--- config.mk ---
export PLATFORM = sky130hd
export DESIGN_NAME = ripple_cnt_monitor_flat
export DESIGN_NICKNAME = d
export VERILOG_FILES = /design/src/rtl/ripple_cnt_monitor_if.sv /design/src/rtl/ripple_cnt_monitor.sv /design/src/flat_wrapper.sv
export SDC_FILE = /design/constraint.sdc
export NUM_CORES = 1
export LEC_CHECK = 0
export ABC_AREA = 0
export ABC_CLOCK_PERIOD_IN_PS = 1770
export CAP_MARGIN = 10
export CORE_UTILIZATION = 46
export CTS_CLUSTER_SIZE = 10
export DETAILED_ROUTE_END_ITERATION = 7
export GPL_TIMING_DRIVEN = 0
export PLACE_DENSITY = 0.76
export SLEW_MARGIN = 10
export SYNTH_ARGS = -nofsm -noshare
export SYNTH_HDL_FRONTEND = slang
export SYNTH_SLANG_ARGS = --single-unit
--- constraint.sdc ---
create_clock -name clk -period 1.77 [get_ports clk]
set_clock_uncertainty 0.1 [all_clocks]
set_input_delay 0.354 -clock clk [delete_from_list [all_inputs] [get_ports clk]]
set_output_delay 0.354 -clock clk [all_outputs]
set_load 0.02 [all_outputs]
--- src/rtl/ripple_cnt_monitor_if.sv ---
// Signal bundle between the ripple-counter monitor and the counter/control side.
// The master side drives the counter sample and controls; the slave is the monitor.
interface ripple_cnt_monitor_if #(
    parameter int unsigned reg_size = 4,
    parameter int unsigned CNT_W    = 8
);
    logic [reg_size-1:0] q_in;
    logic                enable;
    logic [reg_size-1:0] cmp_val;
    logic [reg_size-1:0] preset_val;
    logic                auto_reload;
    logic                soft_load;
    logic [reg_size-1:0] p_out;
    logic                load_out;
    logic                cnt_en_out;
    logic [reg_size-1:0] q_stable;
    logic                stable_valid;
    logic                match_pulse;
    logic [CNT_W-1:0]    match_count;
    logic                err_timeout;

    modport master (
        output q_in, enable, cmp_val, preset_val, auto_reload, soft_load,
        input  p_out, load_out, cnt_en_out, q_stable, stable_valid, match_pulse,
               match_count, err_timeout
    );

    modport slave (
        input  q_in, enable, cmp_val, preset_val, auto_reload, soft_load,
        output p_out, load_out, cnt_en_out, q_stable, stable_valid, match_pulse,
               match_count, err_timeout
    );
endinterface

--- src/rtl/ripple_cnt_monitor.sv ---
// Samples an asynchronous ripple-counter bus, qualifies stable values, detects compare
// matches and drives the counter's preset/load/enable for divide-by-N auto-reload.
module ripple_cnt_monitor #(
    parameter int unsigned reg_size      = 4,
    parameter int unsigned STABLE_CYCLES = 2,
    parameter int unsigned LOAD_CYCLES   = 2,
    parameter int unsigned SETTLE_TO     = 15,
    parameter int unsigned CNT_W         = 8
) (
    input logic                 clk,
    input logic                 rst,
    ripple_cnt_monitor_if.slave bus
);
    localparam int unsigned EqW = $clog2(STABLE_CYCLES + 1);
    localparam int unsigned LdW = $clog2(LOAD_CYCLES + 1);
    localparam int unsigned StW = $clog2(SETTLE_TO + 1);
    localparam logic [EqW-1:0] EqMax      = EqW'(STABLE_CYCLES);
    localparam logic [EqW-1:0] EqAcc      = EqW'(STABLE_CYCLES - 1);
    localparam logic [LdW-1:0] LoadLast   = LdW'(LOAD_CYCLES - 1);
    localparam logic [StW-1:0] SettleLast = StW'(SETTLE_TO - 1);

    typedef enum logic [1:0] {StIdle, StTrack, StLoad, StSettle} state_e;

    state_e              state_q, state_d;
    logic [reg_size-1:0] s1_q, s2_q;
    logic [EqW-1:0]      eq_cnt_q, eq_cnt_d;
    logic [reg_size-1:0] q_stable_q;
    logic                stable_valid_q;
    logic [LdW-1:0]      load_cnt_q, load_cnt_d;
    logic [StW-1:0]      settle_cnt_q, settle_cnt_d;
    logic [reg_size-1:0] p_out_q, p_out_d;
    logic                match_pulse_q, match_pulse_d;
    logic [CNT_W-1:0]    match_count_q, match_count_d;
    logic                err_q, err_d;
    logic                same, accept, new_event, hit;

    // Acceptance fires on the edge where eq_cnt reaches STABLE_CYCLES and keeps
    // firing while the bus stays put; only value changes count as new events.
    assign same      = (s1_q == s2_q);
    assign accept    = same && (eq_cnt_q >= EqAcc);
    assign new_event = accept && (!stable_valid_q || (s2_q != q_stable_q));
    assign hit       = new_event && (s2_q == bus.cmp_val);
    assign eq_cnt_d  = !same ? '0 : ((eq_cnt_q == EqMax) ? EqMax : eq_cnt_q + 1'b1);

    always_comb begin
        state_d       = state_q;
        load_cnt_d    = load_cnt_q;
        settle_cnt_d  = settle_cnt_q;
        p_out_d       = p_out_q;
        err_d         = err_q;
        match_pulse_d = 1'b0;
        match_count_d = match_count_q;
        unique case (state_q)
            StIdle: begin
                if (bus.enable) state_d = StTrack;
            end
            StTrack: begin
                if (hit) begin
                    match_pulse_d = 1'b1;
                    if (match_count_q != '1) match_count_d = match_count_q + 1'b1;
                end
                if (!bus.enable) begin
                    state_d = StIdle;
                end else if (bus.soft_load || (hit && bus.auto_reload)) begin
                    state_d    = StLoad;
                    p_out_d    = bus.preset_val;
                    load_cnt_d = '0;
                end
            end
            StLoad: begin
                if (load_cnt_q == LoadLast) begin
                    state_d      = StSettle;
                    settle_cnt_d = '0;
                end else begin
                    load_cnt_d = load_cnt_q + 1'b1;
                end
            end
            StSettle: begin
                if ((accept && (s2_q == p_out_q)) || (settle_cnt_q == SettleLast)) begin
                    if (!(accept && (s2_q == p_out_q))) err_d = 1'b1;
                    state_d = bus.enable ? StTrack : StIdle;
                end else begin
                    settle_cnt_d = settle_cnt_q + 1'b1;
                end
            end
            default: state_d = StIdle;
        endcase
    end

    always_ff @(posedge clk) begin
        if (rst) begin
            state_q        <= StIdle;
            s1_q           <= '0;
            s2_q           <= '0;
            eq_cnt_q       <= '0;
            q_stable_q     <= '0;
            stable_valid_q <= 1'b0;
            load_cnt_q     <= '0;
            settle_cnt_q   <= '0;
            p_out_q        <= '0;
            match_pulse_q  <= 1'b0;
            match_count_q  <= '0;
            err_q          <= 1'b0;
        end else begin
            state_q       <= state_d;
            s1_q          <= bus.q_in;
            s2_q          <= s1_q;
            eq_cnt_q      <= eq_cnt_d;
            load_cnt_q    <= load_cnt_d;
            settle_cnt_q  <= settle_cnt_d;
            p_out_q       <= p_out_d;
            match_pulse_q <= match_pulse_d;
            match_count_q <= match_count_d;
            err_q         <= err_d;
            if (accept) begin
                q_stable_q     <= s2_q;
                stable_valid_q <= 1'b1;
            end
        end
    end

    assign bus.p_out        = p_out_q;
    assign bus.load_out     = (state_q == StLoad);
    assign bus.cnt_en_out   = (state_q == StTrack);
    assign bus.q_stable     = q_stable_q;
    assign bus.stable_valid = stable_valid_q;
    assign bus.match_pulse  = match_pulse_q;
    assign bus.match_count  = match_count_q;
    assign bus.err_timeout  = err_q;
endmodule

--- src/flat_wrapper.sv ---
// flat-port wrapper written by rule: the top's interface ports become plain ports
module ripple_cnt_monitor_flat 
#(
    parameter int unsigned reg_size      = 4,
    parameter int unsigned STABLE_CYCLES = 2,
    parameter int unsigned LOAD_CYCLES   = 2,
    parameter int unsigned SETTLE_TO     = 15,
    parameter int unsigned CNT_W         = 8
)
  (clk, rst, bus_q_in, bus_enable, bus_cmp_val, bus_preset_val, bus_auto_reload, bus_soft_load, bus_p_out, bus_load_out, bus_cnt_en_out, bus_q_stable, bus_stable_valid, bus_match_pulse, bus_match_count, bus_err_timeout);
  ripple_cnt_monitor_if #(.reg_size(reg_size), .CNT_W(CNT_W)) bus_i ();
  input logic clk;
  input logic rst;
  input wire logic [$bits(bus_i.q_in)-1:0] bus_q_in;
  input wire logic [$bits(bus_i.enable)-1:0] bus_enable;
  input wire logic [$bits(bus_i.cmp_val)-1:0] bus_cmp_val;
  input wire logic [$bits(bus_i.preset_val)-1:0] bus_preset_val;
  input wire logic [$bits(bus_i.auto_reload)-1:0] bus_auto_reload;
  input wire logic [$bits(bus_i.soft_load)-1:0] bus_soft_load;
  output wire logic [$bits(bus_i.p_out)-1:0] bus_p_out;
  output wire logic [$bits(bus_i.load_out)-1:0] bus_load_out;
  output wire logic [$bits(bus_i.cnt_en_out)-1:0] bus_cnt_en_out;
  output wire logic [$bits(bus_i.q_stable)-1:0] bus_q_stable;
  output wire logic [$bits(bus_i.stable_valid)-1:0] bus_stable_valid;
  output wire logic [$bits(bus_i.match_pulse)-1:0] bus_match_pulse;
  output wire logic [$bits(bus_i.match_count)-1:0] bus_match_count;
  output wire logic [$bits(bus_i.err_timeout)-1:0] bus_err_timeout;
  assign bus_i.q_in = bus_q_in;
  assign bus_i.enable = bus_enable;
  assign bus_i.cmp_val = bus_cmp_val;
  assign bus_i.preset_val = bus_preset_val;
  assign bus_i.auto_reload = bus_auto_reload;
  assign bus_i.soft_load = bus_soft_load;
  assign bus_p_out = bus_i.p_out;
  assign bus_load_out = bus_i.load_out;
  assign bus_cnt_en_out = bus_i.cnt_en_out;
  assign bus_q_stable = bus_i.q_stable;
  assign bus_stable_valid = bus_i.stable_valid;
  assign bus_match_pulse = bus_i.match_pulse;
  assign bus_match_count = bus_i.match_count;
  assign bus_err_timeout = bus_i.err_timeout;
  ripple_cnt_monitor #(.reg_size(reg_size), .STABLE_CYCLES(STABLE_CYCLES), .LOAD_CYCLES(LOAD_CYCLES), .SETTLE_TO(SETTLE_TO), .CNT_W(CNT_W)) u_core (.clk(clk), .rst(rst), .bus(bus_i));
endmodule
Word-level counts from Yosys, hierarchy flattened --
Index checks and enable logic that the tools add are counted.
Cells by class: add/subtract/negate cells 4, order comparisons 1, eq/ne operators 19, mux-type cells 16, bitwise logic cells 3, reduce and logical (&&, ||, !) cells 21
Operator list (number):
- 2-bit 2-to-1 mux | 9
- 4-bit equality test | 3
- 3-bit AND reduction | 4
- 8-bit by 1-bit adder with 8-bit output, second input constant | 1
- 4-bit 2-to-1 mux | 2
- 2-bit inequality test, second input constant | 4
- 8-bit inequality test, second input constant | 1
- 2-bit one-hot mux with 4 select lines | 1
- 4-bit one-hot mux with 2 select lines | 1
- 4-bit AND reduction | 2
- 2-bit equality test, second input constant | 3
- 2-bit by 1-bit inequality test with 1-bit output, second input constant | 3
- 1-bit logical AND | 5
- 2-bit by 1-bit adder with 2-bit output, second input constant | 2
- 4-bit by 1-bit adder with 4-bit output, second input constant | 1
- 2-bit by 1-bit equality test with 1-bit output, second input constant | 2
- 4-bit equality test, second input constant | 1
- 4-bit inequality test | 1
- 2-bit one-hot mux with 2 select lines | 1
- 2-bit nonzero test | 2
- 2-bit OR reduction | 2
- 1-bit logical OR | 3
- 3-bit by 2-bit inequality test with 1-bit output, second input constant | 1
- 1-bit inverter | 3
- other kinds (5) | 6
Word-level totals: flip-flop bits (word level) 37, input port bits 17, output and inout bits 21

Depth between registers and ports, before layout --
Gate-level depths: netlist of the first run.
depth after elaboration 9, mapped depth 7

Least setup slack after synthesis of the first run --
Ideal clock, no wire load.
path type reg-to-reg, start reg with a tool-made name, end reg u_core.match_count_q[7] (netlist: u_core.bus.match_count[7]), library setup time 121 ps, arrival 1765 ps, required time 1549 ps, setup slack -215 ps, cell stages (with the launch flop) 8, path buffers 2, clock period less this slack 1985 ps, path through dfxtp_1 > clkbuf_2 > and2b_2 > o21ai_0 > a31o_2 > buf_6 > nor4_1 > mux2_2
RTL lines:
- end signal: assignment | line ripple_cnt_monitor.sv:113 | match_count_q <= match_count_d;
- end: declaration | line ripple_cnt_monitor.sv:33 | logic [CNT_W-1:0] match_count_q, match_count_d;

Final worst setup path of the first run --
start reg u_core.s2_q[3], end reg u_core.match_count_q[5] (netlist: u_core.bus.match_count[5])
Between the ends: cells in the longest elaborated chain, start to end 5, elaborated cells between the ends (all ways) 8, those cells by class 3 x eq/ne; 5 x reduce/logical
RTL lines:
- start: declaration | line ripple_cnt_monitor.sv:25 | logic [reg_size-1:0] s1_q, s2_q;
- start signal: assignment | line ripple_cnt_monitor.sv:107 | s2_q <= s1_q;
- 4-bit equality test / 4-bit inequality test (equally long branches) | line ripple_cnt_monitor.sv:39, ripple_cnt_monitor.sv:41
- 1-bit logical AND / 1-bit logical OR (equally long branches) | line ripple_cnt_monitor.sv:40, ripple_cnt_monitor.sv:41
- 1-bit logical AND | line ripple_cnt_monitor.sv:41 | assign new_event = accept && (!stable_valid_q || (s2_q != q_stable_q));
- 1-bit logical AND (*) | line ripple_cnt_monitor.sv:42 | assign hit = new_event && (s2_q == bus.cmp_val);
- 3-bit AND reduction (no line) (*)
Every way passes the cells marked *; elsewhere a longest branch is shown, timed or not. A chain may end at the register's enable or synchronous reset.

==> reports/qor_table.md, run 1 <==
| Stage | Quantity | Value |
| --- | --- | --- |
| outcome | Status | finished with violations |
| outcome | Violations in the final reports | setup timing |
| detailed routing | Via density per instance | 5.47 |
| detailed routing | Post-detailed-route wirelength per cell | 15.3 um |
| cts | Root buffer cell | sky130_fd_sc_hd__clkbuf_8 |
| final layout | Area of combinational cells with multiple inputs | 0.00131 mm2 |
| flow run | Count of maximum capacitance violations | 0 |
| synth | Post-Synth XOR/XNOR Area | 7.76% |
| floorplan | Number of placement rows | 23 |
| timing | Slew of the pin with the lowest slew margin | 547 ps |
| cts | Clock-pin slew on the worst setup and hold paths | 70 ps |
| setup path | Critical Path Source Type | register |
| synth | Biggest area contributors in the synthesized netlist | sky130_fd_sc_hd__dfxtp_1, sky130_fd_sc_hd__nand2_1, sky130_fd_sc_hd__xnor2_1 |
| detailed routing | Total iterations of the first detailed-routing run | 4 |
| setup path | Type of the setup path with the least slack | register to register |
| cts | Clk sink count | 37 |
| timing | Shortest clock period the worst path allows after layout | 1910 ps |
| cts | Htree depth | 2 |
| cts | Total CTS buffers | 5 |
| timing | Final Hold Fails | 0 |
| final layout | Leading cell type in the layout, fill and taps excluded | sky130_fd_sc_hd__dfxtp_1 |
| floorplan | Die W | 66.3 um |
| synth | Synth Net Count | 235 |
| power and ir drop | IR drop worst, VDD | 623 uV |
| power and ir drop | Leakage power | 0.00120 uW |
| synth | Compound-Gate Fraction of Synth Area | 14.4% |
| synth | Number of instances in the synthesized netlist | 212 |
| timing | Sum Neg Setup Slack | -1060 ps |
| grt | First-pass GRT wire length | 7470 um |
| detailed routing | Post-detailed-routing wire length | 4870 um |
| detailed routing | Vias | 1,741 |
| detailed routing | DRC Markers | 0 |
| setup path | Required time at the endpoint of the critical path | 1840 ps |
| synth | Area fraction of the dominant cell type after synthesis | 38.9% |
| floorplan | Die Outline Area | 0.00440 mm2 |
| synth | Dominant combinational cell family by area after synthesis | simple AND/OR/NAND/NOR gates |
| synth | Mapped cell area | 0.00190 mm2 |
| final layout | Growth of design area from synthesis to finish | 48.7% |
| synth | Synth warnings | 0 |
| synth | Count of state elements after synthesis | 37 |
| final layout | Ant. Diodes | 0 |
| synth | EDFF count, synth | 0 |
| setup path | Worst Path Arrival | 1990 ps |
| placement | Number of buffer cells added on primary ports | 37 |
| grt | GR Overflow Total | 0 |
| final layout | Number of non-filler instances in the completed layout | 318 |
| final layout | Fraction of layout instances using a drive strength above 1 | 29.9% |
| synth | Mux share of post-synthesis cell area | 4.47% |
| timing | Max-slew violation count | 0 |
| min path | Worst min-delay path class | register to register |
| floorplan | Starting density of the core | 47.6% |
| synth | Post-Syn Area per Cell | 8.98 um2 |
| setup path | Maximum net fanout on the critical path | 6 |
| setup path | Kind of end point of the critical path | register |
| timing | Final setup violation count | 21 |
| grt | Number of global-route vias before repair | 1,624 |
| synth | Adder and majority cell fraction of the synthesized area | 3.94% |
| setup path | Critical-path top delay cell | sky130_fd_sc_hd__dfxtp_4 |
| cts | Hold buffers post-CTS | 0 |
| detailed routing | Violation count after the first detailed-routing iteration | 109 |
| cts | Number of buffers on the longest clock path | 2 |
| synth | Basic-gate share of the synthesized area counting and, or, nand and nor cells | 24.4% |
| timing | Crit share post-route | 108% |
| grt | All-layer global routing usage | 22.5% |
| final layout | Commonest non-fill, non-tap cells in the layout | sky130_fd_sc_hd__dfxtp_1, sky130_fd_sc_hd__nand2_1, sky130_fd_sc_hd__clkdlybuf4s50_1, sky130_fd_sc_hd__inv_1, sky130_fd_sc_hd__buf_4 |
| timing | Worst relative slew slack | 63.6% |
| final layout | # nets final | 290 |
| floorplan | Boundary Pins | 38 |
| final layout | Number of fill cells in the layout | 313 |
| timing | Post-route setup slack | -143 ps |
| floorplan | Core Region | 0.00400 mm2 |
| synth | Sequential share of the synthesized area | 38.9% |
| placement | HPWL Detailed | 3060 um |
| synth | Library cells used by synthesis | 49 |
| timing | Timing-limited maximum frequency | 0.523 GHz |
| placement | Total cell area at the placement stage | 0.00237 mm2 |
| setup path | Crit path buffers/inverters | 0 |
| detailed routing | Remaining antenna violation count after routing | 0 |
| final layout | Area occupied by registers | 762 um2 |
| timing | RSZ-0062 raised after global routing | yes |
| setup path | Delay of the slowest cell on the worst path | 390 ps |
| placement | Pre-CTS setup slack | -590 ps |
| placement | Placed cell count | 299 |
| grt | Initial antenna violation count | 0 |
| setup path | Worst path cell trace | xor2_4, nor4_4, nand3_4, nor4_2, mux2_2 |
| power and ir drop | Power Density | 677 mW/mm2 |
| synth | Prevailing post-synth register cell | sky130_fd_sc_hd__dfxtp_1 |
| synth | Share of flip-flops with an asynchronous set or reset after synthesis | 0% |
| floorplan | Die H | 66.3 um |
| grt | Pin count of the biggest net entering global routing | 12 |
| cts | Clock latency at the later pin of the worst-skew pair | 280 ps |
| final layout | Post-route cell area | 0.00283 mm2 |
| synth | Cell type contributing the most total cell area after synthesis | sky130_fd_sc_hd__dfxtp_1 |
| cts | CTS tree | built |
| placement | RePlAce Congestion | 0.804 |
| setup path | Top delay family on crit path | simple AND/OR/NAND/NOR gates |
-- synthesized netlist by cell type, drive strengths merged, types with 2 or more instances --
library cell / count
nor4: 5
o41ai: 3
or3: 2
o2111ai: 2
and4: 2
a2111o: 2
dfxtp: 37
buf: 6
o21ai: 10
a21oi: 10
or2: 2
nor3: 3
mux2i: 4
nand4b: 2
ha: 6
nor2b: 12
inv: 12
xor2: 7
mux2: 4
or4: 2
o31ai: 3
o21a: 2
nand2b: 3
nand3: 11
clkbuf: 5
and3: 2
xnor2: 9
nand2: 23
nand4: 3
nor2: 9
-- kinds of logic after synthesis --
logic type	Yosys count
AO/OA/AOI/OAI	39
XOR/XNOR	16
adder cells (fa/ha/maj)	6
buffers and inverters	23
flip-flops	37
multiplexers	8
AND/OR/NAND/NOR	83
-- power by group --
part	total, uW	internal (uW)	switching (uW)
combinational	382	189	193
sequential	886	857	29.5
clock	647	352	295
-- sequential cells by signal, indices dropped and copies added (netlist names), named ones only --
| name | flops |
|---|---|
| u_core.s1_q | 4 |
| u_core.eq_cnt_q | 2 |
| u_core.state_q | 1 |
| u_core.load_cnt_q | 2 |
| u_core.settle_cnt_q | 4 |
| u_core.bus.p_out | 4 |
| u_core.bus.err_timeout | 1 |
| u_core.bus.q_stable | 4 |
| u_core.bus.match_count | 8 |
| u_core.bus.stable_valid | 1 |
| u_core.s2_q | 4 |
| u_core.bus.match_pulse | 1 |
-- timing repair --
action                     in CTS  in global routing
gates resized for setup        51                 29
setup endpoints to repair      33                 33
setup buffers                   6                  8
cloned                          1                  0
pin swaps                      12                 12
-- worst paths after layout --
kind,to,slack [ps],from,cells past startpoint
max,u_core.bus.match_count[5]$_SDFFE_PP0P_,-140,u_core.s2_q[3]$_SDFF_PP0_,5
min,u_core.eq_cnt_q[0]$_SDFF_PP0_,350,u_core.eq_cnt_q[0]$_SDFF_PP0_,1
min reg2reg,u_core.eq_cnt_q[0]$_SDFF_PP0_,350,u_core.eq_cnt_q[0]$_SDFF_PP0_,1
max reg2reg,u_core.bus.match_count[5]$_SDFFE_PP0P_,-140,u_core.s2_q[3]$_SDFF_PP0_,5
-- per-stage QoR --
stage / util, % / total power, uW / hold slack [ps]
finish: 70.8 / 1920 / 347
global route: 70.8 / 1980 / 363
CTS: 66.2 / 1880 / 339
detailed placement: 59.3 / 1200 / 321
global placement: 59.3 / 1190 / 309
floorplan: - / 1090 / 298
-- metal layers --
layer / GRT usage [%] / vias up / routed length (um)
li1: - / 851 / -
met2: 39.8 / 41 / 2500
met4: 6.91 / 0 / 98
met1: 27.7 / 841 / 2130
met3: 3.62 / 8 / 138
met5: 0 / - / 0
-- final cells by class --
class,instances,area share (%)
multi-input combinational,152,46.1
sequential,37,26.9
timing repair buffer,52,17.7
clock buffer,7,3.40
tap,50,2.21
buffer,7,1.90
inverter,12,1.59
clock inverter,1,0.177
No activity file was read; power rests on OpenSTA's default activity.
==> run 2, diff against run 1 <==
--- a/config.mk
+++ b/config.mk
@@ -8,11 +8,13 @@
 export ABC_AREA = 0
 export ABC_CLOCK_PERIOD_IN_PS = 1770
 export CAP_MARGIN = 10
+export CORE_MARGIN = 2
 export CORE_UTILIZATION = 46
 export CTS_CLUSTER_SIZE = 10
 export DETAILED_ROUTE_END_ITERATION = 7
 export GPL_TIMING_DRIVEN = 0
 export PLACE_DENSITY = 0.76
+export SKIP_LAST_GASP = 1
 export SLEW_MARGIN = 10
 export SYNTH_ARGS = -nofsm -noshare
 export SYNTH_HDL_FRONTEND = slang
==> run 2 against run 1 <==
Net effect:
- utilization down 3.8 points
- critical path type unchanged
- highest routed layer unchanged
- the run still ends with setup timing left
- non-clock buffer count down 7
- die area up 6.1%
- global-route usage down 0.60 points
==> reports/qor_table.md, run 2 (synthesized netlist as in run 1, its figures left out) <==
| Stage | Quantity | Value | Change |
| --- | --- | --- | --- |
| timing | Worst relative slew slack | 68.4% | was 63.6% |
| timing | Crit share post-route | 108% | about the same |
| setup path | Kind of end point of the critical path | register | unchanged |
| detailed routing | Total iterations of the first detailed-routing run | 5 | was 4 |
| final layout | Fraction of layout instances using a drive strength above 1 | 24.2% | was 29.9% |
| cts | Root buffer cell | sky130_fd_sc_hd__clkbuf_8 | unchanged |
| placement | HPWL Detailed | 3040 um | was 3060 um |
| timing | RSZ-0062 raised after global routing | yes | unchanged |
| floorplan | Starting density of the core | 47.6% | unchanged |
| grt | First-pass GRT wire length | 7490 um | was 7470 um |
| power and ir drop | Internal | 1330 uW | was 1400 uW |
| setup path | CP most frequent cell | sky130_fd_sc_hd__nor4_4 |  |
| setup path | Required time at the endpoint of the critical path | 1850 ps | was 1840 ps |
| timing | Slew of the pin with the lowest slew margin | 474 ps | was 547 ps |
| setup path | Maximum net fanout on the critical path | 6 | unchanged |
| timing | Max-slew violation count | 0 | unchanged |
| outcome | Violations in the final reports | setup timing | unchanged |
| cts | Clock latency at the later pin of the worst-skew pair | 290 ps | was 280 ps |
| timing | Sum Neg Setup Slack | -1130 ps | was -1060 ps |
| floorplan | Boundary Pins | 38 | unchanged |
| setup path | Worst path cell trace | xor2_4, nor4_4, nand3_4, buf_6, nor4_4, mux2_4 | was xor2_4, nor4_4, nand3_4, nor4_2, mux2_2 |
| cts | CTS tree | built | unchanged |
| detailed routing | Violation count after the first detailed-routing iteration | 85 | was 109 |
| placement | RePlAce Congestion | 0.847 | was 0.804 |
| timing | Shortest clock period the worst path allows after layout | 1920 ps | was 1910 ps |
| placement | Pre-CTS setup slack | -584 ps | was -590 ps |
| floorplan | Number of placement rows | 23 | unchanged |
| detailed routing | Via density per instance | 5.49 | was 5.47 |
| power and ir drop | Share of total power in sequential cells | 48.7% | was 46.3% |
| power and ir drop | IR drop worst, VDD | 409 uV | was 623 uV |
| grt | All-layer global routing usage | 21.9% | was 22.5% |
| grt | GR Overflow Total | 0 | unchanged |
| cts | Total CTS buffers | 5 | unchanged |
| setup path | Worst Path Arrival | 1990 ps | about the same |
| final layout | Max FFs per register | 8 | unchanged |
| final layout | # nets final | 283 | was 290 |
| final layout | Growth of design area from synthesis to finish | 40.8% | was 48.7% |
| floorplan | Die H | 68.3 um | was 66.3 um |
| power and ir drop | Clock power frac | 32.8% | was 33.8% |
| setup path | Critical-path top delay cell | sky130_fd_sc_hd__dfxtp_4 | unchanged |
| cts | Number of buffers on the longest clock path | 2 | unchanged |
| grt | Number of global-route vias before repair | 1,596 | was 1,624 |
| power and ir drop | Switching power of the nets | 504 uW | was 518 uW |
| power and ir drop | Tot Pwr | 1830 uW | was 1920 uW |
| cts | Htree depth | 2 | unchanged |
| final layout | Ant. Diodes | 0 | unchanged |
| floorplan | Die W | 68.3 um | was 66.3 um |
| detailed routing | Remaining antenna violation count after routing | 0 | unchanged |
| setup path | Delay of the slowest cell on the worst path | 390 ps | about the same |
| placement | Placed cell count | 299 | unchanged |
| floorplan | Core Region | 0.00400 mm2 | unchanged |
| final layout | Commonest non-fill, non-tap cells in the layout | sky130_fd_sc_hd__dfxtp_1, sky130_fd_sc_hd__nand2_1, sky130_fd_sc_hd__clkdlybuf4s50_1, sky130_fd_sc_hd__inv_1, sky130_fd_sc_hd__dlymetal6s2s_1 | was sky130_fd_sc_hd__dfxtp_1, sky130_fd_sc_hd__nand2_1, sky130_fd_sc_hd__clkdlybuf4s50_1, sky130_fd_sc_hd__inv_1, sky130_fd_sc_hd__buf_4 |
| final layout | Leading cell type in the layout, fill and taps excluded | sky130_fd_sc_hd__dfxtp_1 | unchanged |
| power and ir drop | Combinational cell fraction of total power | 18.5% | was 19.9% |
| timing | Timing-limited maximum frequency | 0.522 GHz | was 0.523 GHz |
| timing | Final Hold Fails | 0 | unchanged |
| cts | Clock-pin slew on the worst setup and hold paths | 70 ps | about the same |
| detailed routing | Post-detailed-route wirelength per cell | 15.1 um | was 15.3 um |
| detailed routing | Vias | 1,703 | was 1,741 |
| setup path | Critical Path Source Type | register | unchanged |
| final layout | Number of non-filler instances in the completed layout | 310 | was 318 |
| outcome | Status | finished with violations | unchanged |
| power and ir drop | Leakage power | 0.00122 uW | was 0.00120 uW |
| cts | Clk sink count | 37 | unchanged |
| detailed routing | Post-detailed-routing wire length | 4690 um | was 4870 um |
| grt | Pin count of the biggest net entering global routing | 11 | was 12 |
| floorplan | Die Outline Area | 0.00467 mm2 | was 0.00440 mm2 |
| flow run | Count of maximum capacitance violations | 0 | unchanged |
| timing | Post-route setup slack | -145 ps | was -143 ps |
| grt | Initial antenna violation count | 0 | unchanged |
| power and ir drop | Power Density | 683 mW/mm2 | was 677 mW/mm2 |
| timing | Final setup violation count | 15 | was 21 |
| power and ir drop | Net switching fraction of the power | 27.6% | was 27.0% |
| placement | Number of buffer cells added on primary ports | 37 | unchanged |
| detailed routing | DRC Markers | 0 | unchanged |
| min path | Worst min-delay path class | register to register | unchanged |
| setup path | Type of the setup path with the least slack | register to register | unchanged |
-- run 2: per-stage QoR --
step / instance area [um2] / hold slack [ps] / util (%)
after global routing: 2680 / 349 / 67.0
after floorplan: 1940 / 298 / -
after global placement: 2370 / 309 / 59.3
after CTS: 2620 / 326 / 65.4
final: 2680 / 328 / 67.0
after detailed placement: 2370 / 313 / 59.3
-- run 2: layout make-up --
| class | instances | area, um2 |
|---|---|---|
| Tap cell | 50 | 62.6 |
| Multi-Input combinational cell | 152 | 1230 |
| Timing Repair Buffer | 46 | 455 |
| Sequential cell | 37 | 763 |
| Inverter | 12 | 45.0 |
| Fill cell | 323 | 1320 |
| Clock buffer | 7 | 86.3 |
| Buffer | 6 | 41.3 |
-- run 2: timing repair --
item	CTS	global route
resized for setup	42	30
setup endpoints to repair	33	39
hold endpoints to repair	0	0
cloned	1	0
pin swaps	13	7
buffers inserted	7	1
hold buffers	0	0
-- run 2: final timing paths --
kind,startpoint,endpoint,slack [ps],cells after the start
hold reg to reg,u_core.eq_cnt_q[0]$_SDFF_PP0_,u_core.eq_cnt_q[0]$_SDFF_PP0_,330,1
hold / removal,u_core.eq_cnt_q[0]$_SDFF_PP0_,u_core.eq_cnt_q[0]$_SDFF_PP0_,330,1
setup / recovery,u_core.s2_q[3]$_SDFF_PP0_,u_core.bus.match_count[6]$_SDFFE_PP0P_,-150,6
setup reg to reg,u_core.s2_q[3]$_SDFF_PP0_,u_core.bus.match_count[6]$_SDFFE_PP0P_,-150,6
-- run 2: power by group through the flow --
stage,Sequential (uW),Clock (uW),Combinational (uW)
after floorplan,896,0,197
after global placement,894,0,301
after detailed placement,895,0,304
after CTS,888,604,333
after global routing,896,651,365
final,892,601,338
-- run 2: worst max-delay path, delay by kind of cell (launching register included) --
kind / cells / cell delay, ps
mux: 1 / 320
simple gates: 3 / 660
flops: 1 / 390
xor+xnor: 1 / 160
buf+inv: 1 / 180
-- run 2: per-layer routing --
metal	vias up	track usage, %	share of wire (%)
met2	34	36.0	49
met3	8	5.59	4.1
li1	842	-	-
met5	-	0	0
met1	819	27.8	45
met4	0	7.50	1.4
